<file path="src/rtl/dir_input_ctrl_pkg.sv">
// Shared game definitions: one-hot directions, PS/2 set-2 scan codes and the
// scan-code decoder state encoding.
package dir_input_ctrl_pkg;

  localparam logic [3:0] DIR_UP    = 4'b0001;
  localparam logic [3:0] DIR_DOWN  = 4'b0010;
  localparam logic [3:0] DIR_LEFT  = 4'b0100;
  localparam logic [3:0] DIR_RIGHT = 4'b1000;

  localparam logic [7:0] SC_EXT         = 8'hE0;
  localparam logic [7:0] SC_BRK         = 8'hF0;
  localparam logic [7:0] SC_UP_ARROW    = 8'h75;
  localparam logic [7:0] SC_DOWN_ARROW  = 8'h72;
  localparam logic [7:0] SC_LEFT_ARROW  = 8'h6B;
  localparam logic [7:0] SC_RIGHT_ARROW = 8'h74;
  localparam logic [7:0] SC_W           = 8'h1D;
  localparam logic [7:0] SC_S           = 8'h1B;
  localparam logic [7:0] SC_A           = 8'h1C;
  localparam logic [7:0] SC_D           = 8'h23;
  localparam logic [7:0] SC_ENTER       = 8'h5A;

  typedef enum logic [1:0] {
    ST_IDLE    = 2'd0,
    ST_EXT     = 2'd1,
    ST_BRK     = 2'd2,
    ST_EXT_BRK = 2'd3
  } dec_state_t;

  // Swaps up<->down and left<->right within the one-hot code.
  function automatic logic [3:0] opposite_dir(input logic [3:0] dir);
    return {dir[2], dir[3], dir[0], dir[1]};
  endfunction

endpackage

</file>
<file path="src/rtl/dir_input_ctrl_turn_fifo.sv">
// Pending-turn queue: synchronous circular buffer of one-hot directions with
// head/tail read ports. Pop is applied before push, so a full queue accepts a
// push in the same cycle as a pop.
module turn_fifo
  import dir_input_ctrl_pkg::*;
#(
  parameter int DEPTH = 2
) (
  input  logic       clk,
  input  logic       rst,
  input  logic       push,
  input  logic       pop,
  input  logic [3:0] push_dir,
  output logic [3:0] head,
  output logic [3:0] tail,
  output logic [2:0] count
);

  localparam logic [1:0] LAST_PTR = 2'(DEPTH - 1);
  localparam logic [2:0] DEPTH_C  = 3'(DEPTH);

  logic [3:0] r_mem [0:3];
  logic [1:0] r_rd_ptr;
  logic [1:0] r_wr_ptr;
  logic [2:0] r_count;
  logic       w_pop;
  logic       w_push;
  logic [1:0] w_tail_ptr;

  function automatic logic [1:0] next_ptr(input logic [1:0] p);
    return (p == LAST_PTR) ? 2'd0 : p + 2'd1;
  endfunction

  // Qualify requests and locate the most recently written entry.
  always_comb begin
    w_pop  = pop && (r_count != 3'd0);
    w_push = push && ((r_count < DEPTH_C) || w_pop);
    if (r_wr_ptr == 2'd0) begin
      w_tail_ptr = LAST_PTR;
    end else begin
      w_tail_ptr = r_wr_ptr - 2'd1;
    end
  end

  // Storage, pointers and occupancy.
  always_ff @(posedge clk) begin
    if (rst) begin
      for (int i = 0; i < 4; i++) begin
        r_mem[i] <= 4'b0000;
      end
      r_rd_ptr <= 2'd0;
      r_wr_ptr <= 2'd0;
      r_count  <= 3'd0;
    end else begin
      if (w_push) begin
        r_mem[r_wr_ptr] <= push_dir;
        r_wr_ptr        <= next_ptr(r_wr_ptr);
      end
      if (w_pop) begin
        r_rd_ptr <= next_ptr(r_rd_ptr);
      end
      case ({w_push, w_pop})
        2'b10:   r_count <= r_count + 3'd1;
        2'b01:   r_count <= r_count - 3'd1;
        default: r_count <= r_count;
      endcase
    end
  end

  assign head  = r_mem[r_rd_ptr];
  assign tail  = r_mem[w_tail_ptr];
  assign count = r_count;

endmodule

</file>
<file path="src/rtl/dir_input_ctrl.sv">
// PS/2 keyboard direction input: decodes set-2 make codes into one-hot turns,
// filters repeats and reversals, and queues turns until the game steps.
module dir_input_ctrl
  import dir_input_ctrl_pkg::*;
#(
  parameter int         QDEPTH    = 2,
  parameter logic [3:0] RESET_DIR = 4'b0001
) (
  input  logic       clk,
  input  logic       rst,
  input  logic [7:0] rx_byte,
  input  logic       rx_valid,
  input  logic       step,
  output logic [3:0] key,
  output logic [2:0] pending,
  output logic       restart
);

  localparam logic [2:0] DEPTH_C = 3'(QDEPTH);

  dec_state_t r_state;
  logic [3:0] r_key;
  logic       r_restart;

  logic       w_dec_valid;
  logic [3:0] w_dec_dir;
  logic [3:0] w_ref;
  logic [3:0] w_head;
  logic [3:0] w_tail;
  logic [2:0] w_count;
  logic       w_accept;
  logic       w_pop;
  logic       w_push;

  // Make-code decode for the byte arriving this cycle.
  always_comb begin
    w_dec_valid = 1'b0;
    w_dec_dir   = 4'b0000;
    if (rx_valid && (r_state == ST_IDLE)) begin
      case (rx_byte)
        SC_W:    begin w_dec_valid = 1'b1; w_dec_dir = DIR_UP;    end
        SC_S:    begin w_dec_valid = 1'b1; w_dec_dir = DIR_DOWN;  end
        SC_A:    begin w_dec_valid = 1'b1; w_dec_dir = DIR_LEFT;  end
        SC_D:    begin w_dec_valid = 1'b1; w_dec_dir = DIR_RIGHT; end
        default: begin w_dec_valid = 1'b0; w_dec_dir = 4'b0000;   end
      endcase
    end else if (rx_valid && (r_state == ST_EXT)) begin
      case (rx_byte)
        SC_UP_ARROW:    begin w_dec_valid = 1'b1; w_dec_dir = DIR_UP;    end
        SC_DOWN_ARROW:  begin w_dec_valid = 1'b1; w_dec_dir = DIR_DOWN;  end
        SC_LEFT_ARROW:  begin w_dec_valid = 1'b1; w_dec_dir = DIR_LEFT;  end
        SC_RIGHT_ARROW: begin w_dec_valid = 1'b1; w_dec_dir = DIR_RIGHT; end
        default:        begin w_dec_valid = 1'b0; w_dec_dir = 4'b0000;   end
      endcase
    end else begin
      w_dec_valid = 1'b0;
      w_dec_dir   = 4'b0000;
    end
  end

  // Reference is the last turn the snake will take: the queued tail if any.
  always_comb begin
    w_ref = r_key;
    if (w_count != 3'd0) begin
      w_ref = w_tail;
    end else begin
      w_ref = r_key;
    end
  end

  assign w_accept = w_dec_valid && (w_dec_dir != w_ref) &&
                    (w_dec_dir != opposite_dir(w_ref));
  assign w_pop    = step && (w_count != 3'd0);
  assign w_push   = w_accept && ((w_count < DEPTH_C) || w_pop);

  turn_fifo #(
    .DEPTH(QDEPTH)
  ) u_turn_fifo (
    .clk     (clk),
    .rst     (rst),
    .push    (w_push),
    .pop     (w_pop),
    .push_dir(w_dec_dir),
    .head    (w_head),
    .tail    (w_tail),
    .count   (w_count)
  );

  // Decoder FSM with registered key and restart outputs.
  always_ff @(posedge clk) begin
    if (rst) begin
      r_state   <= ST_IDLE;
      r_key     <= RESET_DIR;
      r_restart <= 1'b0;
    end else begin
      r_restart <= 1'b0;
      if (w_pop) begin
        r_key <= w_head;
      end
      if (rx_valid) begin
        case (r_state)
          ST_IDLE: begin
            case (rx_byte)
              SC_EXT:   r_state <= ST_EXT;
              SC_BRK:   r_state <= ST_BRK;
              SC_ENTER: begin
                r_state   <= ST_IDLE;
                r_restart <= 1'b1;
              end
              default:  r_state <= ST_IDLE;
            endcase
          end
          ST_EXT: begin
            if (rx_byte == SC_BRK) begin
              r_state <= ST_EXT_BRK;
            end else begin
              r_state <= ST_IDLE;
            end
          end
          default: r_state <= ST_IDLE;
        endcase
      end
    end
  end

  assign key     = r_key;
  assign pending = w_count;
  assign restart = r_restart;

endmodule

</file>
<file path="config.mk">
export PLATFORM = sky130hd
export DESIGN_NAME = dir_input_ctrl
export DESIGN_NICKNAME = d
export VERILOG_FILES = /design/src/rtl/dir_input_ctrl_pkg.sv /design/src/rtl/dir_input_ctrl_turn_fifo.sv /design/src/rtl/dir_input_ctrl.sv
export SDC_FILE = /design/constraint.sdc
export NUM_CORES = 1
export LEC_CHECK = 0
export ABC_CLOCK_PERIOD_IN_PS = 4000
export CORE_ASPECT_RATIO = 1.75
export CORE_MARGIN = 2
export CORE_UTILIZATION = 51
export CTS_CLUSTER_DIAMETER = 60
export CTS_CLUSTER_SIZE = 40
export DETAILED_ROUTE_END_ITERATION = 8
export PLACE_DENSITY = 0.79
export SLEW_MARGIN = 40
export SYNTH_ARGS = -nofsm -noshare
export SYNTH_HDL_FRONTEND = slang
export SYNTH_SLANG_ARGS = --single-unit
</file>
<file path="constraint.sdc">
create_clock -name clk -period 4 [get_ports clk]
set_input_delay 0.4 -clock clk [delete_from_list [all_inputs] [get_ports clk]]
set_output_delay 0.4 -clock clk [all_outputs]
set_load 0.02 [all_outputs]
</file>
Word-level counts from Yosys, hierarchy flattened

Memory sizes are Yosys's and may differ from the RTL's. A register that Yosys moved wholly into a read port is not among the register bits.
Cells that the tools add are included.

$add $sub $neg: 5
Order comparisons: 1
Eq/ne operators: 18
Multiplexer cells: 25
Bitwise operators: 2
Reduce and logical (&&, ||, !) cells: 18

Operator list:

| cell                  | number |
|---|---|
| $eq A8 B7 Y1 const B  | 5 |
| $pmux W4 S4           | 2 |
| $eq A8 B5 Y1 const B  | 3 |
| $eq A8 B8 Y1 const B  | 2 |
| $mux W4               | 4 |
| $reduce_or A4 Y1      | 3 |
| $mux W1               | 11 |
| $mux W2               | 5 |
| $eq A2 B1 Y1 const B  | 4 |
| $eq A8 B6 Y1 const B  | 1 |
| $logic_and A1 B1 Y1   | 8 |
| $ne A4 B4 Y1          | 2 |
| $pmux W2 S2           | 2 |
| $pmux W3 S2           | 1 |
| $add A2 B1 Y2 const B | 2 |
| $logic_not A2 Y1      | 2 |
| $add A3 B1 Y3 const B | 1 |
| $lt A3 B2 Y1 const B  | 1 |
| $reduce_bool A3 Y1    | 1 |
| $reduce_or A3 Y1      | 1 |
| $sub A3 B1 Y3 const B | 1 |
| $eq A2 B2 Y1 const B  | 1 |
| $logic_or A1 B1 Y1    | 2 |
| $not A1 Y1            | 2 |
| other kinds (2)       | 2 |

Bits in registers: 10
Bits in writable memories: 16
Bits of input ports: 12
Output and inout bits: 8
Logic and storage cells: 75
Memories kept: 1

Memories:

| memory            | depth | width | read ports | clocked after memory_dff | write ports | line                           | text |
|---|---|---|---|---|---|---|---|
| u_turn_fifo.r_mem | 4     | 4     | 2          | 1                        | 4           | dir_input_ctrl_turn_fifo.sv:22 | `logic [3:0] r_mem [0:3];` |

Depth between registers and ports, before layout

Depth after elaboration: 14
Gate-level depth with buffers: 14
Depth with buffers taken out: 12

By module

Synthesis repeated with hierarchy kept, for this count alone.

Cells, all modules: 202
Area total of the unflattened synthesis: 2038.2 µm²

By module, submodules not included:

| module         | instances | cells an instance | area an instance (µm²) | seq. area each (µm²) |
|---|---|---|---|---|
| turn_fifo      | 1         | 110               | 1308.8                 | 660.6 |
| dir_input_ctrl | 1         | 92                | 729.4                  | 140.1 |

Worst setup path after synthesis

OpenSTA, ideal clock, no wires.

Kind: input-to-reg
Start: in rx_byte[2]
End: reg u_turn_fifo.r_count[2] (netlist: u_turn_fifo.count[2])
Library setup time: 0.071 ns
Arrival: 3.256 ns
Required time: 3.929 ns
Path slack: 0.673 ns
Stages on the path: 13
Buffers on the path: 1
Cells stage by stage: or3b_1 > or3_4 > o22a_4 > xnor2_2 > nand4_2 > nand3_4 > buf_12 > ha_1 > inv_1 > fa_1 > xor2_1 > or3_1 > a21oi_1

Longest elaborated chain between the ends: 11
Elaborated cells between the ends (all ways): 28
Classes of those cells: eq/ne: 12; mux: 9; reduce/logical: 7

Ends and longest elaborated chain:

| element                                           | line                                       | text |
|---|---|---|
| start: declaration                                | dir_input_ctrl.sv:11                       | `input logic [7:0] rx_byte,` |
| $eq A8 B7 Y1                                      | dir_input_ctrl.sv:48                       | `case (rx_byte)` |
| $pmux W4 S4 or $reduce_or A4 Y1 (tied branches)   | --                                         |  |
| $mux W4 or $mux W1 (tied branches)                | dir_input_ctrl.sv:47, dir_input_ctrl.sv:48 |  |
| $mux W4 or $mux W1 (tied branches)                | dir_input_ctrl.sv:39, dir_input_ctrl.sv:47 |  |
| $ne A4 B4 Y1 or $mux W1 (tied branches)           | dir_input_ctrl.sv:71, dir_input_ctrl.sv:39 |  |
| $logic_and A1 B1 Y1                               | dir_input_ctrl.sv:71                       | `assign w_accept = w_dec_valid && (w_dec_dir != w_ref) &&` |
| $logic_and A1 B1 Y1 *                             | dir_input_ctrl.sv:71                       |  |
| $logic_and A1 B1 Y1 *                             | dir_input_ctrl.sv:74                       | `assign w_push = w_accept && ((w_count < DEPTH_C) \|\| w_pop);` |
| $logic_and A1 B1 Y1 *                             | dir_input_ctrl_turn_fifo.sv:37             | `w_push = push && ((r_count < DEPTH_C) \|\| w_pop);` |
| $eq A2 B1 Y1 or $eq A2 B2 Y1 (tied branches)      | dir_input_ctrl_turn_fifo.sv:62             | `case ({w_push, w_pop})` |
| $pmux W3 S2 or $reduce_bool A2 Y1 (tied branches) | --                                         |  |
| end signal: assignment                            | dir_input_ctrl_turn_fifo.sv:63             | `2'b10: r_count <= r_count + 3'd1;` |
| end signal: assignment                            | dir_input_ctrl_turn_fifo.sv:64             | `2'b01: r_count <= r_count - 3'd1;` |
| end signal: assignment                            | dir_input_ctrl_turn_fifo.sv:65             | `default: r_count <= r_count;` |
| end: declaration                                  | dir_input_ctrl_turn_fifo.sv:25             | `logic [2:0] r_count;` |

Mark *: on every way between the ends. The rest lies on a longest branch, timed or not.
A chain may end at the register's enable or synchronous reset.

Worst setup path after layout

Start: in rx_byte[3]
End: reg u_turn_fifo.r_count[2] (netlist: u_turn_fifo.count[2])

Same word-level chain as after synthesis.

==> qor_table.md <==
| Metric | Reported | Unit |
| --- | --- | --- |
| Cell Chain, Critical Path | clkdlybuf4s50_1, or3b_2, o32ai_1, nand3_1, xnor2_1, nand4_2, nand3_4, ha_1, inv_1, fa_1, xor2_1, or3_1, a21oi_1 | - |
| Top_reg_cell synth | edfxtp_1 | - |
| Power per standard cell area | 303 | nW/um^2 |
| Drt first-iter violations | 96 | - |
| Die Span Y | 85.3 | um |
| Pins over their slew limit | 0 | - |
| Fraction of post-synthesis cell area in the top cell type by area | 24.9 | % |
| Count of buffering cells on the critical path with inverters included | 2 | - |
| Post-layout nets | 220 | - |
| Fin crit period | 3.77 | ns |
| Placer Congestion | 0.851 | - |
| Outcome | completed | - |
| Total CTS buffers | 5 | - |
| Total cell area at the placement stage | 2170 | um^2 |
| Fmax | 266 | MHz |
| Post-synthesis sequential element count | 30 | - |
| Worst Tran Pin Value | 0.756 | ns |
| Layout cells sized above 1 | 19.3 | % |
| Global routing usage summed across all routing layers | 23.4 | % |
| Maximum number of pins on one net before global-route repair | 19 | - |
| Number of diodes | 0 | - |
| Number of post-CTS setup repair buffers | 0 | - |
| TritonCTS clock tree | done | - |
| Synth Area per Inst | 10.5 | um^2 |
| Final Routed Wirelength | 4590 | um |
| Worst relative slew slack | 49.4 | % |
| Detailed-route wire length per cell | 18.1 | um |
| Count of final hold-check violations | 0 | - |
| Cell count after placement | 245 | - |
| Hold-fix buffers at CTS | 0 | - |
| Area contributors post-synth | edfxtp_1 25%, dfxtp_1 15%, mux2i_1 4.7%, mux4_2 4.7%, nor2_1 3.9% | - |
| Setup TNS | 0 | ns |
| Start-to-end type of the worst setup path | input pin to register | - |
| Worst Path Arrival | 3.95 | ns |
| Async set-or-reset flop fraction in the synthesized netlist | 0 | % |
| Crit path required time | 4.18 | ns |
| Util after Layout | 63.0 | % |
| Number of max-capacitance violations reported | 0 | - |
| Portion of the post-synthesis area used by sequential elements | 39.5 | % |
| Clock-pin slew of the registers on the worst-case setup and hold paths | 0.06 | ns |
| Category of the worst setup path launch point | input pin | - |
| Post-synth EDFFs | 16 | - |
| Number of standard-cell rows in the floorplan | 29 | - |
| Wire length of the first global-routing pass | 7530 | um |
| Source-to-sink clock delay at the later pin of the worst-skew pair | 0.28 | ns |
| Die extent in x | 50.5 | um |
| Cell accounting for the most synthesized area | edfxtp_1 | - |
| Dpl hpwl | 3470 | um |
| Max IR drop VDD | 266 | uV |
| Class of the worst hold path | register to register | - |
| Post-synthesis instance total | 183 | - |
| Net count after synthesis | 197 | - |
| Unrepaired setup endpoints after global routing | false | - |
| GRT overflow | 0 | - |
| DRC viols | 0 | - |
| Layout area overhead | 18.6 | % |
| Antenna violations before repair | 0 | - |
| Slowest-stage cell, CP | clkdlybuf4s50_1 | - |
| Critical Path Max Stage Delay | 0.60 | ns |
| Most common cell in the netlist | nor2_1 | - |
| Non-filler cells, final | 253 | - |
| Kind of cell adding the most delay to the critical path | simple AND/OR/NAND/NOR gates | - |
| Count of boundary I/O pins | 20 | - |
| Top cell types by occurrence after synthesis | 20 x nor2_1, 16 x edfxtp_1, 14 x dfxtp_1 | - |
| Largest buffer count on any clock path | 2 | - |
| Critical-path maximum fanout | 7 | - |
| Yosys synthesis warning count | 0 | - |
| Cell area after synthesis | 1930 | um^2 |
| ANT nets after route | 0 | - |
| Leakage power of the design | 0.682 | nW |
| Setup violators final | 0 | - |
| Netlist cell types | 54 | - |
| Routed vias/inst | 6.12 | - |
| Initial Util | 53.1 | % |
| Final setup skew | 0.00468 | ns |
| Total via count after detailed routing | 1,548 | - |
| Final critical-path share of the clock period | 94.2 | % |
| Port Buffers | 19 | - |
| Filler Cells Inserted | 305 | - |
| Crit path capture type | register | - |
| Total number of H-tree levels | 2 | - |
| Standard cell core area | 3630 | um^2 |
| Clock sink count | 30 | - |
| Area enclosed by the die boundary | 4310 | um^2 |
| Root Driver | clkbuf_8 | - |
| Via count of the first global-routing pass | 1,572 | - |
| Final standard cell area without fillers | 2280 | um^2 |
| Detailed Routing Iterations Pass 1 | 4 | - |
-- path summary, 6_finish.rpt --
| check | from | cells after the start | slack (ns) | endpoint |
|---|---|---|---|---|
| setup / recovery | rx_byte[3] | 13 | 0.23 | u_turn_fifo.count[2] |
| hold / removal | r_state[1] | 2 | 0.52 | r_state[1] |
| setup reg to reg | r_state[0] | 12 | 0.55 | u_turn_fifo.count[2] |
| hold reg to reg | r_state[1] | 2 | 0.52 | r_state[1] |
-- state kept, by name, indices dropped and copies added (netlist names) --
name                  flops
key                       4
u_turn_fifo.count         3
u_turn_fifo.r_rd_ptr      2
u_turn_fifo.r_mem        16
r_state                   2
restart                   1
u_turn_fifo.r_wr_ptr      2
-- kinds of logic after synthesis --
kind of cell             count (synthesis)  share of synthesized area, %
XOR/XNOR                                11                          5.78
AO/OA/AOI/OAI                           29                          12.0
buffers and inverters                   16                          4.03
multiplexers                            15                          10.5
adder cells (fa/ha/maj)                  2                          1.69
flip-flops                              30                          39.5
AND/OR/NAND/NOR                         80                          26.5
-- metrics by stage --
stage          hold WS (ns)  setup slack [ns]  power, W
6_report              0.518             0.234  0.000692
2_1_floorplan         0.467             0.673  0.000371
3_5_place_dp          0.505            0.0772  0.000399
4_1_cts               0.515             0.210  0.000695
5_1_grt               0.551            0.0638  0.000714
3_3_place_gp          0.481             0.297  0.000396
-- area by class of cell --
cell class	count	area, um^2	share of cell area [%]
multi-input cells	137	1100	48.1
flip-flops and latches	30	761	33.3
repair buffers	25	235	10.3
clock buffers	6	72.6	3.18
well taps	46	57.6	2.52
clock inverters	2	33.8	1.48
inverters	7	26.3	1.15
-- where the power goes --
group / internal, W / switching, W / leakage, nW / total, W
registers: 0.000330 / 0.00000455 / 0.278 / 0.000334
logic: 0.0000270 / 0.0000321 / 0.351 / 0.0000591
clock network: 0.000184 / 0.000114 / 0.0528 / 0.000298
total: 0.000541 / 0.000151 / 0.682 / 0.000692
-- cells in the final DEF (no fill, tap or decap), types with 6 or more instances in the layout --
cell type / instances
nand2_1: 12
xor2_1: 6
nor2_1: 20
inv_1: 7
edfxtp_1: 16
a21oi_1: 8
buf_4: 6
or3_1: 6
dfxtp_1: 14
clkdlybuf4s50_1: 19
mux2i_1: 9
-- routing by layer --
metal  vias to the layer above  wire length, um  share of wire [%]  GRT usage [%]
li1                        722                -                  -              -
met1                       759             1540                 34           24.1
met2                        51             2670                 58           43.4
met3                        16              162                3.5           3.70
met4                         0              211                4.6           12.8
met5                         -                0                  0              0
-- worst register-to-register path, delay by kind of cell, from the launching register on --
kind	cells	cell delay [ns]
compound gates	2	0.37
simple gates	5	1.44
xor+xnor	2	0.51
fa+ha+maj	2	0.58
buf+inv	1	0.07
flops	1	0.38
-- repair_timing --
action	CTS	global route
resized for setup	0	2
hold endpoints to repair	0	0
endpoints found under the setup margin	0	1
(Power assumes the default switching activity.)
